$ cat src/rtl/div_unit_pkg.sv
// div_unit_pkg: shared constants and types for the multi-cycle RV32M divider.
//   - op encodings for DIV/DIVU/REM/REMU (bit0 = unsigned, bit1 = remainder)
//   - FSM state encoding for div_unit
package div_unit_pkg;

    localparam logic [1:0] DIV_OP_DIV  = 2'b00;
    localparam logic [1:0] DIV_OP_DIVU = 2'b01;
    localparam logic [1:0] DIV_OP_REM  = 2'b10;
    localparam logic [1:0] DIV_OP_REMU = 2'b11;

    // Bit positions within op
    localparam int unsigned DIV_OP_UNSIGNED_BIT = 0;
    localparam int unsigned DIV_OP_REM_BIT      = 1;

    typedef enum logic [1:0] {
        DIV_IDLE = 2'b00,
        DIV_CALC = 2'b01,
        DIV_FIX  = 2'b10
    } div_state_e;

endpackage

$ cat src/rtl/div_unit.sv
// div_unit: radix-2 restoring divider for DIV, DIVU, REM, REMU.
// Ports:
//   clk, rst      rising-edge clock, asynchronous active-high reset
//   start         request, sampled only while idle (flush has priority)
//   op            bit0 = unsigned, bit1 = remainder
//   a, b          dividend / divisor, sampled with start
//   flush         synchronous kill of the in-flight operation
//   busy          registered stall request, high while an operation is in flight
//   done          one-cycle pulse, result valid in that cycle
//   result        quotient or remainder, held until the next done
// Normal ops take 32 CALC cycles plus one FIX cycle; divide-by-zero and signed
// overflow are resolved at accept and go straight to FIX.
module div_unit
    import div_unit_pkg::*;
#(
    parameter int unsigned XLEN = 32
) (
    input  logic            clk,
    input  logic            rst,
    input  logic            start,
    input  logic [1:0]      op,
    input  logic [XLEN-1:0] a,
    input  logic [XLEN-1:0] b,
    input  logic            flush,
    output logic            busy,
    output logic            done,
    output logic [XLEN-1:0] result
);

    localparam int unsigned CW = $clog2(XLEN);
    localparam logic [CW-1:0] LAST_STEP = CW'(XLEN - 1);
    localparam logic [XLEN-1:0] INT_MIN = {1'b1, {(XLEN-1){1'b0}}};

    div_state_e      state;
    logic [XLEN:0]   rem;        // partial remainder, one spare bit for the shifted value
    logic [XLEN-1:0] quo;        // dividend shifts out of the top, quotient bits in at the bottom
    logic [XLEN-1:0] dvsr;
    logic [CW-1:0]   cnt;
    logic            neg_quo;
    logic            neg_rem;
    logic            sel_rem;

    // Accept-time operand decode
    logic            is_signed;
    logic            a_neg;
    logic            b_neg;
    logic [XLEN-1:0] a_mag;
    logic [XLEN-1:0] b_mag;
    logic            div_zero;
    logic            ovf;

    always_comb begin
        is_signed = ~op[DIV_OP_UNSIGNED_BIT];
        a_neg     = is_signed & a[XLEN-1];
        b_neg     = is_signed & b[XLEN-1];
        // INT_MIN negates to itself, which is the correct unsigned magnitude
        a_mag     = a_neg ? (~a + 1'b1) : a;
        b_mag     = b_neg ? (~b + 1'b1) : b;
        div_zero  = (b == '0);
        ovf       = is_signed & (a == INT_MIN) & (b == '1);
    end

    // One restoring step
    logic [XLEN:0] rem_sh;
    logic          take;

    always_comb begin
        rem_sh = {rem[XLEN-1:0], quo[XLEN-1]};
        take   = (rem_sh >= {1'b0, dvsr});
    end

    // Sign fix-up applied in FIX
    logic [XLEN-1:0] quo_fix;
    logic [XLEN-1:0] rem_fix;

    always_comb begin
        quo_fix = neg_quo ? (~quo + 1'b1) : quo;
        rem_fix = neg_rem ? (~rem[XLEN-1:0] + 1'b1) : rem[XLEN-1:0];
    end

    always_ff @(posedge clk or posedge rst) begin
        if (rst) begin
            state   <= DIV_IDLE;
            rem     <= '0;
            quo     <= '0;
            dvsr    <= '0;
            cnt     <= '0;
            neg_quo <= 1'b0;
            neg_rem <= 1'b0;
            sel_rem <= 1'b0;
            busy    <= 1'b0;
            done    <= 1'b0;
            result  <= '0;
        end else begin
            done <= 1'b0;
            if (flush) begin
                state <= DIV_IDLE;
                busy  <= 1'b0;
            end else begin
                case (state)
                    DIV_IDLE: begin
                        if (start) begin
                            busy    <= 1'b1;
                            sel_rem <= op[DIV_OP_REM_BIT];
                            cnt     <= '0;
                            if (div_zero || ovf) begin
                                // Final values loaded directly; FIX passes them through
                                state   <= DIV_FIX;
                                neg_quo <= 1'b0;
                                neg_rem <= 1'b0;
                                quo     <= div_zero ? '1 : INT_MIN;
                                rem     <= div_zero ? {1'b0, a} : '0;
                            end else begin
                                state   <= DIV_CALC;
                                neg_quo <= a_neg ^ b_neg;
                                neg_rem <= a_neg;
                                quo     <= a_mag;
                                rem     <= '0;
                                dvsr    <= b_mag;
                            end
                        end
                    end
                    DIV_CALC: begin
                        rem <= take ? (rem_sh - {1'b0, dvsr}) : rem_sh;
                        quo <= {quo[XLEN-2:0], take};
                        cnt <= cnt + 1'b1;
                        if (cnt == LAST_STEP) begin
                            state <= DIV_FIX;
                        end
                    end
                    DIV_FIX: begin
                        result <= sel_rem ? rem_fix : quo_fix;
                        done   <= 1'b1;
                        busy   <= 1'b0;
                        state  <= DIV_IDLE;
                    end
                    default: begin
                        state <= DIV_IDLE;
                        busy  <= 1'b0;
                    end
                endcase
            end
        end
    end

endmodule

$ cat config.mk
export PLATFORM = sky130hd
export DESIGN_NAME = div_unit
export DESIGN_NICKNAME = d
export VERILOG_FILES = /design/src/rtl/div_unit_pkg.sv /design/src/rtl/div_unit.sv
export SDC_FILE = /design/constraint.sdc
export NUM_CORES = 1
export LEC_CHECK = 0
export ABC_AREA = 1
export CORE_MARGIN = 2
export CORE_UTILIZATION = 60
export CTS_CLUSTER_DIAMETER = 40
export DETAILED_ROUTE_END_ITERATION = 10
export HOLD_SLACK_MARGIN = 0.03
export PLACE_DENSITY = 0.82
export SLEW_MARGIN = 10
export SYNTH_ARGS = -nofsm -noshare
export SYNTH_HDL_FRONTEND = slang
export SYNTH_SLANG_ARGS = --single-unit
export TNS_END_PERCENT = 1
$ cat constraint.sdc
create_clock -name clk -period 5.9 [get_ports clk]
set_clock_uncertainty 0.2 [all_clocks]
set_input_delay 1.18 -clock clk [delete_from_list [all_inputs] [get_ports clk]]
set_output_delay 1.18 -clock clk [all_outputs]
set_load 0.01 [all_outputs]
==> impl_metrics.toml <==
[run_status]
status = "completed"

[sta]
fin_ws_ps = 1980
setup_viol = 0
layout_min_cycle_time_ps = 3920
hold_viol = 0
relSlewSlack_pct = 25.2
fin_tns_setup_ps = 0
tightest_slew_ps = 1120
fin_crit_sh_pct = 66.4
finalMaxSlewViolations = 0
rsz0062_at_grt = "false"
fmax_mhz = 255

[synthesis]
yosysUniqueCellTypes = 48
ys.flop_type = "dfrtp_1"
seq_area_frac_synth_pct = 26.5
synth_cells = 2213
async_flop_share_pct = 100
synth_common_cells = "nand2_1, inv_1, nor2_1, nand3_1, dfrtp_1"
synth_edf_count = 0
ys_seq_elements = 140
synthTopCellsByArea = "dfrtp_1, nand2_1, inv_1"
netlist.area_leader.share_pct = 26.5
synth_nets = 2323
synth.cell_area_um2 = 13200
yosysTopAreaCell = "dfrtp_1"
ys_warn_count = 0
synth_most_common_cell = "nand2_1"
avgSynthCellArea_um2 = 5.98

[routing]
final_antenna_net_count = 0
firstDrtPassIters = 7
drt_iter0_drc = 2248
drc_errors = 0
totalWireLength_mm = 49.3
via_per_inst = 6.01
vias = 15400
wl_per_cell_um = 19.2

[grt]
overflow = 0
antenna_found_initial = 0
grt_use_total_pct = 42.1
grt_max_degree = 104
grt_pass1_wl_mm = 77.1
grt_pass1_vias = 14200

[critical_path]
crit_required_ps = 6050
startpoint_type = "input pin"
worstPathArrival_ps = 4070
cp_max_fo = 11
critPathKind = "in2reg"
end_kind = "register"

[placement]
routabilityCongestion = 1.02
hpwl_mm = 38.8
numPortBuffers = 103
preCtsSetupSlack_ps = 1680
placed_area_um2 = 14400

[layout]
syn2layout_area_growth_pct = 12.8
num-nets-final = 2383
stdcell_area_um2 = 14900
drive_gt1_share_pct = 3.68
antennaDiodeCount = 0

[clocking]
postCtsSetupBuffers = 0
cts_hold_buffers = 0
cts_tree = "yes"
numCtsBuffers = 17
ctsRootBufferMaster = "clkbuf_16"
clk_pin_slew_worst_paths_ps = 70
ctsLongestPathBuffers = 2
htreeDepth = 4
cts_resized = 0
insertion_delay_ps = 440
cts_num_sinks = 140

[pwr]
powerDensity_nw_per_um2 = 495
ir_drop_mv = 0.279
totalPowerFinal_mw = 7.39
p_leak_nw = 7.58

[flow_run]
maxCapViolCount = 0

[floorplanning]
floorplan.initialDensity_pct = 60.8
dieWidth_um = 152
fp.dieH_um = 152
core_um2 = 21800
die-area_um2 = 23300
io_pins = 104
rows = 54

[min_path]
min_path_type = "reg2reg"
## routing by layer
metal	GRT usage (%)	share of wire, %	routed length [µm]	vias to the layer above
met5	0	0	0	-
met4	17.6	4.7	2330	0
met3	10.9	12	5960	167
met2	64.4	43	21300	1026
met1	57.0	40	19700	7014
li1	-	-	-	7191
## layout by cell type, fill, tap and decap left out, types with 7 or more instances in the layout
cell type and instances:
xor2_1 48, xnor2_1 18, a21oi_1 130, a21boi_1 17
dfrtp_1 140, buf_4 9, o21ai_0 113, o21ai_1 26
nand3_1 233, nand4_1 28, ha_1 39, a31oi_1 20
nor3_1 27, nor2_1 249, nand2_1 638, clkdlybuf4s50_1 103
nor2_4 8, o22ai_1 7, clkbuf_16 17, inv_1 331
## worst max-delay path, cell delays in order
cell,delay (ps)
clkdlybuf4s50_1,440
inv_2,90
ha_1,170
nand3_1,160
nor2_1,290
nand4_1,160
nor2_1,210
nand4_1,700
nor2_1,360
nor2_1,80
a21boi_1,200
## cell type report
type,instances,area [µm²]
Multi-Input combinational cell,1665,8130
Fill cell,2009,6840
Sequential cell,140,3500
Inverter,337,1270
Timing Repair Buffer,112,1100
Clock buffer,20,447
Tap cell,280,350
Clock inverter,10,118
## cell families (layout without fill, tap and decap cells)
group                      after synthesis  after routing  share of synthesized area, %
buffers and inverters                  408            479                          12.2
AOI/OAI and AO/OA                      335            335                          13.8
xor gates and xnor gates                66             66                          4.37
DFF                                    140            140                          26.5
adders and majority gates               40             40                          3.84
and+or+nand+nor                       1224           1224                          39.3
## metrics by stage
step           utilization, %  cells  hold slack, ps
2_1_floorplan               -   2213             249
4_1_cts                  68.6   2564             291
3_3_place_gp             66.0   2534             261
5_1_grt                  68.6   2564             318
3_5_place_dp             66.0   2534             270
6_report                 68.6   2564             283
## power breakdown
group	switching, mW	internal [mW]
Combinational	3.01	1.52
Sequential	0.448	1.33
Clock	0.448	0.629
## sequential cells by signal, indices dropped and copies added (netlist names)
signal   cells
busy         1
cnt          5
done         1
dvsr        32
neg_quo      1
neg_rem      1
quo         32
rem         32
result      32
sel_rem      1
state        2
## path summary, 6_finish.rpt
path	start	end	slack (ps)	cells past startpoint
max	b[0]	rem[7]$_DFFE_PP0P_	1980	11
min in group asynchronous	rst	rem[11]$_DFFE_PP0P_	1000	2
max in group asynchronous	rst	result[17]$_DFFE_PP0P_	3500	3
max reg2reg	rem[16]$_DFFE_PP0P_	rem[18]$_DFFE_PP0P_	2070	10
min reg2reg	result[21]$_DFFE_PP0P_	result[21]$_DFFE_PP0P_	280	2
min	result[21]$_DFFE_PP0P_	result[21]$_DFFE_PP0P_	280	2
Power figures use the tool's default switching activity.
